<file path="config.mk">
export PLATFORM = sky130hd
export DESIGN_NAME = alien_bomb
export DESIGN_NICKNAME = d
export VERILOG_FILES = /design/src/rtl/alien_bomb.sv
export SDC_FILE = /design/constraint.sdc
export NUM_CORES = 1
export LEC_CHECK = 0
export CAP_MARGIN = 0
export CORE_MARGIN = 1
export CORE_UTILIZATION = 59
export CTS_BUF_LIST = sky130_fd_sc_hd__clkbuf_16
export DETAILED_ROUTE_END_ITERATION = 7
export PLACE_DENSITY = 0.85
export SLEW_MARGIN = 20
export SYNTH_ARGS = -nofsm -noshare
export SYNTH_HDL_FRONTEND = slang
export SYNTH_SLANG_ARGS = --single-unit
</file>
<file path="constraint.sdc">
create_clock -name i_clk_36MHz -period 4.9 [get_ports i_clk_36MHz]
set_clock_uncertainty 0.05 [all_clocks]
set_input_delay 0.98 -clock i_clk_36MHz [delete_from_list [all_inputs] [get_ports i_clk_36MHz]]
set_output_delay 0.98 -clock i_clk_36MHz [all_outputs]
set_load 0.02 [all_outputs]
</file>
<file path="src/rtl/alien_bomb.sv">
// Enemy bomb: picks a live alien column, drops one bomb at a time down the playfield
// and reports a one-cycle pulse when it strikes the player ship.
module alien_bomb #(
    parameter int unsigned TICK_CYCLES    = 180000,
    parameter int unsigned COOLDOWN_TICKS = 6,
    parameter int unsigned NUM_COLS       = 8,
    parameter int unsigned COL_SPACING    = 3,
    parameter int unsigned SHIP_ROW       = 13,
    parameter int unsigned BOTTOM_ROW     = 14
) (
    input  logic                i_clk_36MHz,
    input  logic                i_reset_n,
    input  logic                i_enable,
    input  logic [NUM_COLS-1:0] i_alive_cols,
    input  logic [4:0]          i_swarm_x,
    input  logic [3:0]          i_swarm_bottom_y,
    input  logic [4:0]          i_ship_x,
    input  logic                i_hit,
    output logic [4:0]          o_bomb_x,
    output logic [3:0]          o_bomb_y,
    output logic                o_bomb_active,
    output logic                o_ship_hit
);

    localparam int unsigned TickW = (TICK_CYCLES > 1) ? $clog2(TICK_CYCLES) : 1;
    localparam int unsigned CoolW = $clog2(COOLDOWN_TICKS + 1);
    localparam int unsigned IdxW  = (NUM_COLS > 1) ? $clog2(NUM_COLS) : 1;
    localparam int unsigned ScanW = IdxW + 1;

    typedef enum logic [1:0] {
        StCooldown = 2'd0,
        StSelect   = 2'd1,
        StFalling  = 2'd2
    } state_e;

    state_e             state_q, state_d;
    logic [TickW-1:0]   tick_cnt_q;
    logic [CoolW-1:0]   cool_cnt_q, cool_cnt_d;
    logic [7:0]         lfsr_q;
    logic [IdxW-1:0]    idx_q, idx_d;
    logic [ScanW-1:0]   scan_q, scan_d;
    logic [4:0]         bomb_x_q, bomb_x_d;
    logic [3:0]         bomb_y_q, bomb_y_d;
    logic               active_q, active_d;
    logic               ship_hit_q, ship_hit_d;
    logic               tick;
    logic [4:0]         col_x;

    assign tick  = (tick_cnt_q == TickW'(TICK_CYCLES - 1));
    // Column x wraps mod 32 by truncation.
    assign col_x = i_swarm_x + 5'(32'(idx_q) * COL_SPACING);

    always_ff @(posedge i_clk_36MHz or negedge i_reset_n) begin
        if (!i_reset_n) begin
            tick_cnt_q <= '0;
        end else if (tick) begin
            tick_cnt_q <= '0;
        end else begin
            tick_cnt_q <= tick_cnt_q + TickW'(1);
        end
    end

    // Fibonacci LFSR, x^8+x^6+x^5+x^4+1, free-running.
    always_ff @(posedge i_clk_36MHz or negedge i_reset_n) begin
        if (!i_reset_n) begin
            lfsr_q <= 8'hA5;
        end else begin
            lfsr_q <= {lfsr_q[6:0], lfsr_q[7] ^ lfsr_q[5] ^ lfsr_q[4] ^ lfsr_q[3]};
        end
    end

    always_ff @(posedge i_clk_36MHz or negedge i_reset_n) begin
        if (!i_reset_n) begin
            state_q    <= StCooldown;
            cool_cnt_q <= '0;
            idx_q      <= '0;
            scan_q     <= '0;
            bomb_x_q   <= 5'd0;
            bomb_y_q   <= 4'd15;
            active_q   <= 1'b0;
            ship_hit_q <= 1'b0;
        end else begin
            state_q    <= state_d;
            cool_cnt_q <= cool_cnt_d;
            idx_q      <= idx_d;
            scan_q     <= scan_d;
            bomb_x_q   <= bomb_x_d;
            bomb_y_q   <= bomb_y_d;
            active_q   <= active_d;
            ship_hit_q <= ship_hit_d;
        end
    end

    always_comb begin
        state_d    = state_q;
        cool_cnt_d = cool_cnt_q;
        idx_d      = idx_q;
        scan_d     = scan_q;
        bomb_x_d   = bomb_x_q;
        bomb_y_d   = bomb_y_q;
        active_d   = active_q;
        ship_hit_d = 1'b0;

        unique case (state_q)
            StCooldown: begin
                if (cool_cnt_q == CoolW'(COOLDOWN_TICKS)) begin
                    if (i_enable) begin
                        idx_d      = lfsr_q[IdxW-1:0];
                        scan_d     = '0;
                        cool_cnt_d = '0;
                        state_d    = StSelect;
                    end
                end else if (tick) begin
                    cool_cnt_d = cool_cnt_q + CoolW'(1);
                end
            end
            StSelect: begin
                if (i_alive_cols[idx_q]) begin
                    if (i_swarm_bottom_y < 4'(BOTTOM_ROW)) begin
                        bomb_x_d = col_x;
                        bomb_y_d = i_swarm_bottom_y + 4'd1;
                        active_d = 1'b1;
                        state_d  = StFalling;
                    end else begin
                        state_d = StCooldown;
                    end
                end else begin
                    idx_d  = idx_q + IdxW'(1);
                    scan_d = scan_q + ScanW'(1);
                    if (scan_q == ScanW'(NUM_COLS - 1)) begin
                        state_d = StCooldown;
                    end
                end
            end
            StFalling: begin
                // External destruction wins over a simultaneous ship overlap.
                if (i_hit) begin
                    bomb_x_d = 5'd0;
                    bomb_y_d = 4'd15;
                    active_d = 1'b0;
                    state_d  = StCooldown;
                end else if (bomb_y_q == 4'(SHIP_ROW) && bomb_x_q == i_ship_x) begin
                    ship_hit_d = 1'b1;
                    bomb_x_d   = 5'd0;
                    bomb_y_d   = 4'd15;
                    active_d   = 1'b0;
                    state_d    = StCooldown;
                end else if (tick && bomb_y_q == 4'(BOTTOM_ROW)) begin
                    bomb_x_d = 5'd0;
                    bomb_y_d = 4'd15;
                    active_d = 1'b0;
                    state_d  = StCooldown;
                end else if (tick) begin
                    bomb_y_d = bomb_y_q + 4'd1;
                end
            end
            default: begin
                bomb_x_d   = 5'd0;
                bomb_y_d   = 4'd15;
                active_d   = 1'b0;
                cool_cnt_d = '0;
                state_d    = StCooldown;
            end
        endcase
    end

    assign o_bomb_x      = bomb_x_q;
    assign o_bomb_y      = bomb_y_q;
    assign o_bomb_active = active_q;
    assign o_ship_hit    = ship_hit_q;

endmodule
</file>
# Word-level counts from Yosys, hierarchy flattened
# Index checks and enable logic that the tools add are counted.
[classes] addsub=7 multipliers=1 order_cmp=2 n_eq_ne=18 n_mux=46 bitwise_logic=5 reduce_logical=10
[op_table] cell="$mux 4" count=9
[op_table] cell="$mux 5" count=5
[op_table] cell="$add 18x1->18 const B" count=1
[op_table] cell="$eq 18x18->1 const B" count=1
[op_table] cell="$mux 18" count=1
[op_table] cell="$mux 3" count=6
[op_table] cell="$mux 2" count=8
[op_table] cell="$reduce_and 4->1" count=4
[op_table] cell="$pmux 5 s3" count=1
[op_table] cell="$add 4x1->4 const B" count=3
[op_table] cell="$pmux 3 s2" count=2
[op_table] cell="$pmux 4 s3" count=1
[op_table] cell="$ne 2x2->1 const B" count=5
[op_table] cell="$mux 1" count=9
[op_table] cell="$ne 3x3->1 const B" count=3
[op_table] cell="$eq 4x4->1 const B" count=2
[op_table] cell="$pmux 4 s2" count=1
[op_table] cell="$add 3x1->3 const B" count=2
[op_table] cell="$pmux 2 s3" count=1
[op_table] cell="$add 5x5->5" count=1
[op_table] cell="$eq 5x5->1" count=1
[op_table] cell="$mul 3x2->5 const B" count=1
[op_table] cell="$ne 5x5->1 const B" count=1
[op_table] cell="$eq 4x3->1 const B" count=1
[op_table] cell="15 further kinds" count=19
[word_totals] register_bits=49 in_bits=26 output_inout_bits=11 elab_cells=99

# Longest topological paths before layout
# Gate-level depths: netlist of the first run.
[depth] ltp_word=6 mapped_depth=8 depth_no_buf=8

# Worst setup path before layout of the first run
# OpenSTA, ideal clock, no wires.
[synth_path] kind="in2reg" startpoint="in i_swarm_x[2]" endpoint="reg bomb_x_q[4] (netlist: o_bomb_x[4])" setup_ns=0.125 arrival_time_ns=2.521 required_ns=4.725 slack_ns=2.204 path_stages=7 n_path_buf=0 cell_sequence="fa_1 -> ha_1 -> a21o_1 -> a21oi_1 -> xnor2_1 -> nor2_1 -> mux2_2"
[synth_between] elab_chain_cells=4
[synth_rtl] item="start: declaration" line_no="15" source="input logic [4:0] i_swarm_x,"
[synth_rtl] item="$add 5x5->5" line_no="51" source="assign col_x = i_swarm_x + 5'(32'(idx_q) * COL_SPACING);"
[synth_rtl] item="$mux 5" line_no="119" source="if (i_swarm_bottom_y < 4'(BOTTOM_ROW)) begin"
[synth_rtl] item="$mux 5" line_no="118" source="if (i_alive_cols[idx_q]) begin"
[synth_rtl] item="$pmux 5 s3" line_no="104" source="unique case (state_q)"
[synth_rtl] item="end signal: assignment" line_no="87" source="bomb_x_q <= bomb_x_d;"
[synth_rtl] item="end: declaration" line_no="42" source="logic [4:0] bomb_x_q, bomb_x_d;"
# Every way passes these cells. The select of a mux whose other input is x is not followed.
# A chain may end at the register's enable or synchronous reset.

# Worst setup path in the final report of the first run
# Same ends and word-level chain as after synthesis.

==> results of run 1 <==
==> worst paths after layout <==
path                                       end  slack, ps  cells after the start
max in group asynchronous       tick_cnt_q[11]       3720                      1
min in group asynchronous          o_bomb_x[4]        650                      1
worst max-delay path               o_bomb_x[4]       1930                      8
worst min register to register       lfsr_q[7]        310                      0
worst min-delay path                 lfsr_q[7]        310                      0
worst max register to register       scan_q[3]       2340                      7
==> registers in the layout, indices dropped and copies added, names as in the netlist <==
register,cells
o_ship_hit,1
tick_cnt_q,18
o_bomb_y,4
idx_q,3
scan_q,4
cool_cnt_q,3
o_bomb_x,5
state_q,2
lfsr_q,8
o_bomb_active,1
==> metal layers <==
layer  up-vias  share of wire
met5         -              0
li1       1040              -
met2        50           0.51
met4         0          0.016
met3        11          0.040
met1      1053           0.44
==> area by class of cell <==
cell class	count	area (um2)
Sequential cell	49	1240
Tap cell	52	65.1
Clock inverter	3	18.8
Timing Repair Buffer	37	365
Clock buffer	5	125
Fill cell	303	1100
Inverter	15	56.3
Multi-Input combinational cell	203	1510
==> kinds of logic after synthesis <==
kind of cell / after synthesis
AOI/OAI and AO/OA: 40
xor gates and xnor gates: 30
adders and majority gates: 18
buffers and inverters: 21
DFF: 49
muxes: 17
and+or+nand+nor: 98
==> Yosys cell counts (all sizes together) (2+ instances only) <==
cell / n / area share
a21oi: 4 / 0.0071
nor3: 4 / 0.011
ha: 15 / 0.066
buf: 2 / 0.0057
nand2b: 4 / 0.0088
inv: 14 / 0.019
and3: 3 / 0.0066
nor4: 2 / 0.0044
a32oi: 2 / 0.0062
dfstp: 8 / 0.074
mux2: 6 / 0.024
o21a: 2 / 0.0053
mux2i: 11 / 0.039
and4: 2 / 0.0071
fa: 3 / 0.021
xor2: 15 / 0.046
and2: 2 / 0.0044
a31oi: 2 / 0.0097
clkbuf: 4 / 0.0053
xnor2: 15 / 0.046
nand2: 18 / 0.026
a21boi: 2 / 0.0053
dfrtp: 41 / 0.36
nor4bb: 2 / 0.0071
nand4: 9 / 0.020
nor2: 28 / 0.037
a41oi: 2 / 0.0062
nand3: 18 / 0.032
o21ai: 14 / 0.026
a211oi: 5 / 0.021
==> critical path, delay by kind of cell <==
family / cells / cell delay (ps)
compound gates: 2 / 330
buf+inv: 1 / 440
fa+ha+maj: 2 / 860
mux: 1 / 280
simple gates: 1 / 60
xor+xnor: 1 / 140
==> through the flow <==
| stage | instance area, um2 | worst slack [ps] | std cells |
|---|---|---|---|
| after floorplan | 2840 | 2200 | 273 |
| after detailed placement | 3230 | 1640 | 356 |
| final | 3380 | 1930 | 364 |
| after CTS | 3380 | 1930 | 364 |
| after global routing | 3380 | 1840 | 364 |
| after global placement | 3230 | 1720 | 356 |
==> power by group <==
part	total (mW)	internal (mW)	switching (mW)	leakage (nW)
clock network	0.331	0.187	0.144	0.0672
registers	0.566	0.481	0.0843	0.629
logic	0.744	0.343	0.402	0.792
==> metrics.cfg, run 1 <==
[grt]
grt_remaining_overflow = 0
grt_max_degree = 50
antenna_found_initial = 0
groute.layer.met1.usage = 0.310
groute.usage.overall = 0.244
first_global_vias = 2198
use_met3 = 0.0380
global_route.peak_usage_layer = met2
grtUsageMet2 = 0.426
grt_first_pass_wirelength_mm = 9.67

[pwr]
peakVddDrop_mv = 0.269
design_power_total_mw = 1.64
power_density_mw_per_mm2 = 486
leakage_nw = 1.49

[yosys]
yosys.area_share.simple = 0.180
synthFlopType = dfrtp_1
ys_seq_elements = 49
main_combinational_cell_family_by_area_after_synthesis = simple AND/OR/NAND/NOR gates
synth-compound-area-share = 0.110
synth_warnings = 0
yosys.area_share.xor_xnor = 0.0927
synth_nets = 317
ys_async_sr_fraction = 1.00
number_of_flops_mapped_to_enable_cells_by_yosys = 0
syn_inst = 273
mappedNetlistArea_mm2 = 0.00284
synth.avg_cell_area_um2 = 10.4
share_of_synthesized_cell_area_in_full_adder_half_adder_and_majority_cells = 0.0874
synth_mux_area_frac = 0.0627
yosys.cell_types.count = 53
ys_seq_area_frac = 0.436

[finish]
layout_commonest_cell = dfrtp_1
drive_gt1_frac = 0.106
antenna_cells = 0
finalCoreUtilization = 0.755
most-common-layout-cells = dfrtp_1, clkdlybuf4s50_1, nor2_1
syn2layout_area_growth_pct = 19.2
layout_net_count = 355

[clock_network]
holdBufCountCts = 0
clockBufferDepth = 2
cts-buffers-inserted = 5
path_clk_slew_ps = 60
cts.root.buffer_cell = clkbuf_16
cts_htree_levels = 2
total_clock_sinks = 49
ctsResizeCount = 0
clock_insertion_delay_worst_skew_ps = 280
cts_post_setup_buffers_inserted = 0
tritoncts = built

[critical_path]
timing.critical_path.slowest_stage_cell = fa_1
critical_path.endpoint_type = flip-flop
timing.critical_path.arrival_ps = 3090
timing.setup.critical_path_class = input pin to flip-flop
worst-path-max-fanout = 2
worst_setup_startpoint = i_swarm_x[2]
critical_path.cell_chain = clkdlybuf4s50_1 > fa_1 > ha_1 > a21o_1 > a21oi_1 > xnor2_1 > nor2_1 > mux2_2
regToRegStartpoint = state_q[1]
crit_path_start_kind = input pin
worstPathRequired_ps = 5020
largest_stage_delay_worst_path_ps = 540

[sta]
timing.final.max_slew_violations = 0
grt_setup_unrepaired = false
setup-violations-final = 0
final_min_period_over_clock_period = 0.606
holdWs_ps = 306
achievable-frequency_ghz = 0.337
remaining_max_slew_budget_at_the_tightest_pin = 0.428
finalWorstPathRequiredPeriod_ps = 2970
final.setup.tns_ps = 0
tightest_slew_ps = 850
hold_viol_final = 0

[floorplan]
design.core.area_mm2 = 0.00447
floorplan.die.width_um = 71.3
rows = 24
area_enclosed_by_the_die_boundary_mm2 = 0.00509
top_level_ports = 37
initial_core_util = 0.634
chipHeight_um = 71.3

[routing]
detailroute.via_count = 2154
final_antenna_net_count = 0
viasPerCell = 5.92
drcViolationCount = 6
drtPass1Iterations = 6
detailed_route_wire_length_mm = 5.67
avgRoutedWirePerCell_um = 15.6
drtIter0Drc = 98

[place]
hpwlAfterDp_mm = 4.16
place.port_buffers = 36
gp_weighted_congestion = 0.801

[status]
status = complete, but fails checks
failed_checks = DRC

[worst_hold_path]
worstHoldStart = lfsr_q[6]
hold_path_class = flip-flop to flip-flop

[job]
max_cap_viol_count = 0

Power figures use the tool's default switching activity.
==> run 2: changes to the inputs <==
Settings changed: CORE_UTILIZATION 59 to 55, PLACE_DENSITY 0.85 to 0.8.
Clock period 4.9 ns to 3 ns, I/O delays scaled along.
==> metrics.cfg, run 2 (synthesized netlist as in run 1, its figures left out) <==
[finish]
drive_gt1_frac = 0.117  ; +0.0110
finalCoreUtilization = 0.712  ; -0.0433
most-common-layout-cells = dfrtp_1, clkdlybuf4s50_1, nor2_1
layout_commonest_cell = dfrtp_1
syn2layout_area_growth_pct = 21.7
layout_net_count = 360  ; +1.4%
registers.top_by_ff_count = tick_cnt_q
flip_flop_count_of_the_largest_register_after_layout = 18  ; unchanged
fillers = 366  ; +21%
number_of_non_filler_instances_in_the_completed_layout = 384  ; +5.5%
antenna_cells = 0  ; unchanged

[clock_network]
clockBufferDepth = 2  ; unchanged
cts_htree_levels = 2  ; unchanged
clock_insertion_delay_worst_skew_ps = 290  ; about the same
tritoncts = built
cts-buffers-inserted = 5  ; unchanged
path_clk_slew_ps = 60  ; about the same
cts_post_setup_buffers_inserted = 0  ; unchanged
holdBufCountCts = 0  ; unchanged
total_clock_sinks = 49  ; unchanged
cts.root.buffer_cell = clkbuf_16
ctsResizeCount = 0  ; unchanged

[sta]
finalWorstPathRequiredPeriod_ps = 2520
final.setup.tns_ps = 0  ; unchanged
setup-violations-final = 0  ; unchanged
final_min_period_over_clock_period = 0.841
hold_viol_final = 0  ; unchanged
achievable-frequency_ghz = 0.396
holdWs_ps = 134  ; -172 ps
remaining_max_slew_budget_at_the_tightest_pin = 0.474  ; +0.0463
grt_setup_unrepaired = false
tightest_slew_ps = 781  ; -68.8 ps
timing.final.max_slew_violations = 0  ; unchanged

[pwr]
power_switching_share = 0.367  ; -0.0166
sequentialPowerShare = 0.329  ; -0.016
leakage_nw = 1.53  ; +2.6%
peakVddDrop_mv = 0.390  ; +45%
design_power_total_mw = 2.79  ; +70%
cellInternalPower_mw = 1.76  ; +74%
power_density_mw_per_mm2 = 807  ; +66%
power.net_switching_mw = 1.02  ; +62%
combPwrFrac = 0.450  ; -0.004
share_clk_of_total_power = 0.221  ; +0.019

[floorplan]
floorplan.die.width_um = 73.8  ; +3.5%
design.core.area_mm2 = 0.00485  ; +8.4%
area_enclosed_by_the_die_boundary_mm2 = 0.00545  ; +7.1%
rows = 25  ; +4.2%
top_level_ports = 37  ; unchanged
initial_core_util = 0.585  ; -0.0489
chipHeight_um = 73.8  ; +3.5%

[worst_hold_path]
hold_path_class = input pin to asynchronous set/reset pin

[place]
gp_weighted_congestion = 0.808  ; +0.89%
place.port_buffers = 36  ; unchanged
hpwlAfterDp_mm = 4.10  ; -1.4%
placed_cells_incl_taps = 376  ; +5.6%

[critical_path]
timing.setup.critical_path_class = input pin to flip-flop
critical_path.endpoint_type = flip-flop
timing.critical_path.arrival_ps = 2650  ; -440 ps
worst-path-max-fanout = 2  ; unchanged
worstPathRequired_ps = 3120  ; -1900 ps
crit_path_start_kind = input pin

[routing]
drcViolationCount = 0  ; -6
drtPass1Iterations = 4  ; -2
drtIter0Drc = 71  ; -28%
detailed_route_wire_length_mm = 5.63  ; -0.72%
viasPerCell = 5.58  ; -5.7%
detailroute.via_count = 2142  ; -0.56%
avgRoutedWirePerCell_um = 14.6  ; -5.9%
final_antenna_net_count = 0  ; unchanged

[grt]
grt_first_pass_wirelength_mm = 9.70  ; +0.29%
antenna_found_initial = 0  ; unchanged
groute.usage.overall = 0.237  ; -0.00775
grt_remaining_overflow = 0  ; unchanged
first_global_vias = 2158  ; -1.8%
grt_max_degree = 25  ; -50%

[job]
max_cap_viol_count = 0  ; unchanged

[status]
status = finished, final reports clean

==> run 2: changes by cell type in the layout (fill, tap and decap cells not counted), sizes merged <==
| cell | before | now |
|---|---|---|
| buf | 2 | 7 |
| clkinvlp | 2 | 0 |
| bufinv | 0 | 1 |
| clkinv | 1 | 2 |
==> run 2: path summary, 6_finish.rpt <==
kind                              start          end  slack (ps)  depth (start not counted)
min reg2reg                   lfsr_q[6]    lfsr_q[7]         300                          0
min                           i_reset_n  o_bomb_x[4]         130                          1
min in group i_clk_36MHz      lfsr_q[6]    lfsr_q[7]         300                          0
max reg2reg                    idx_q[2]  o_bomb_x[4]         640                          7
max in group asynchronous     i_reset_n    lfsr_q[7]        2130                          2
max                        i_swarm_x[2]  o_bomb_x[4]         480                          8
==> run 2: cell type report <==
class,instances,area [um2],area share
multi-input combinational,203,1510,0.438
sequential,49,1240,0.358
timing repair buffer,42,400,0.116
clock buffer,5,125,0.0363
tap,67,83.8,0.0243
inverter,15,56.3,0.0163
clock inverter,3,37.5,0.0109
==> run 2: power groups by stage <==
stage | Sequential [mW] | Clock (mW) | Combinational (mW)
after floorplan | 0.955 | 0 | 0.847
after global placement | 0.923 | 0 | 1.21
after detailed placement | 0.928 | 0 | 1.25
after CTS | 0.916 | 0.629 | 1.27
after global routing | 0.934 | 0.647 | 1.40
final | 0.916 | 0.616 | 1.25
==> run 2: layer usage <==
layer / track usage / routed length, um / vias to the layer above
met5: 0 / 0 / -
met4: 0.0855 / 93 / 0
met3: 0.0549 / 242 / 10
met2: 0.406 / 2840 / 44
met1: 0.291 / 2440 / 1042
li1: - / - / 1046
==> run 2: worst max-delay path, stage by stage <==
cell and delay [ps]:
clkdlybuf4s50_1 430, fa_1 540, ha_1 320, a21o_1 160
a21oi_1 160, xnor2_1 130, nor2_1 50, mux2_2 250
==> run 2: metrics by stage <==
step           cell area (um2)  setup WS [ps]
2_1_floorplan             2840            684
3_3_place_gp              3290            208
3_5_place_dp              3290            178
4_1_cts                   3450            474
5_1_grt                   3450            362
6_report                  3450            478
==> variant (flow settings as in run 2) <==
`COOLDOWN_TICKS`: 6 -> 3.
--- a/src/rtl/alien_bomb.sv
+++ b/src/rtl/alien_bomb.sv
@@ -3,5 +3,5 @@
 module alien_bomb #(
     parameter int unsigned TICK_CYCLES    = 180000,
-    parameter int unsigned COOLDOWN_TICKS = 6,
+    parameter int unsigned COOLDOWN_TICKS = 3,
     parameter int unsigned NUM_COLS       = 8,
     parameter int unsigned COL_SPACING    = 3,
Check against the original RTL: same outputs for any inputs over 10 cycles, from zero or initial values and one cycle with i_reset_n low; that may be too few to reach the edited logic, so the function may still have changed.
==> variant against run 2 <==
Total power is 2.5% lower; sequential cell count fell by 1; final area decreased by 4.7%; wire length decreased by 9.6%; count of clock-buffer cells in the layout stayed put; via count fell by 7.9%; non-clock buffer count fell by 3; register-to-register slack worse by 0.03 ns; synthesized area down 4.1%; worst setup slack got worse by 0.059 ns; largest cell class unchanged; largest power group unchanged.
==> variant: results (changes against run 2) <==
| Metric | Value |
|---|---|
| Status | finished clean (unchanged) |
| WP data arrival | 2.69 ns (was 2.65 ns) |
| Met2 WL | 2.45 mm (was 2.84 mm) |
| Seq. pwr | 914 uW (was 916 uW) |
| H-tree depth | 2 (unchanged) |
| Synth area leaders | dfrtp_1 37%, dfstp_2 7.7%, ha_1 7.4% (was dfrtp_1 36%, dfstp_2 7.4%, ha_1 6.6%) |
| Placed wire-length estimate | 3.78 mm (was 4.10 mm) |
| Post-synthesis adder-cell area fraction | 9.57% (was 8.74%) |
| Routing usage on met2 | 37.3% (was 40.6%) |
| Initial DRC Count | 95 (was 71) |
| GPL Wtd Cong | 0.793 (was 0.808) |
| Routed wl met3 | 125 um (was 242 um) |
| GRT met3 Usage | 4.44% (was 5.49%) |
| Mapped Nets | 306 (was 317) |
| Mux contribution to synthesized area | 6.21% (was 6.27%) |
| Layout cell share with drive strength beyond 1 | 9.93% (was 11.7%) |
| Total Routing Usage GR | 21.8% (was 23.7%) |
| Tot Pwr | 2.72 mW (was 2.79 mW) |
| R2R cell count | 6 (was 7) |
| Drt total wl | 5.09 mm (was 5.63 mm) |
| Psw | 1.02 mW (about the same) |
| DP Area | 0.00315 mm^2 (was 0.00329 mm^2) |
| First-pass GRT wire length | 8.94 mm (was 9.70 mm) |
| Post-synthesis cell count | 261 (was 273) |
| Via count | 1,972 (was 2,142) |
| Nets@finish | 346 (was 360) |
| XOR/XNOR Fraction of Synth Area | 9.34% (was 9.27%) |
| Largest net degree at the start of global routing | 47 (was 25) |
| Yosys warnings | 0 (unchanged) |
| Seq/Total Area, Yosys | 44.5% (was 43.6%) |
| Pleak | 1.44 nW (was 1.53 nW) |
| Synth Area in Compound Gates | 8.97% (was 11.0%) |
| Pre-CTS setup slack | 0.120 ns (was 0.178 ns) |
| GR Util met1 | 28.7% (was 29.1%) |
| Num CTS Buffers | 5 (unchanged) |
| Met1 wire length | 2.46 mm (was 2.44 mm) |
| Relative slew margins | 60.0% (was 47.4%) |
| Most frequent cells after synthesis | 40 x dfrtp_1, 24 x nor2_1, 21 x nand2_1 (was 41 x dfrtp_1, 28 x nor2_1, 18 x nand3_1) |
| Placed Cells incl. Taps | 361 (was 376) |
## variant: cell types whose count changed in the layout (fill, tap and decap cells not counted), moves of 4 or more
cell     change
mux2_1       +4
inv_1        +5
nand2_1      +4
mux2_2       -5
nor2_1       -4
## variant: final cells by class
cell class                      instances  area [um^2]
Clock inverter                          3         15.0
Fill cell                             371         1470
Inverter                               19         71.3
Tap cell                               67         83.8
Timing Repair Buffer                   39          380
Multi-Input combinational cell        188         1400
Clock buffer                            5          125
Sequential cell                        48         1210
## variant: path summary, 6_finish.rpt
kind	startpoint	endpoint	slack [ns]
worst max-delay path	i_swarm_x[2]	o_bomb_x[4]	0.42
worst min-delay path	i_reset_n	o_bomb_x[2]	0.26
worst max register to register	idx_q[0]	o_bomb_x[3]	0.61
worst min register to register	lfsr_q[6]	lfsr_q[7]	0.30
max in group asynchronous	i_reset_n	o_bomb_y[0]	2.08
min in group i_clk_36MHz	lfsr_q[6]	lfsr_q[7]	0.30
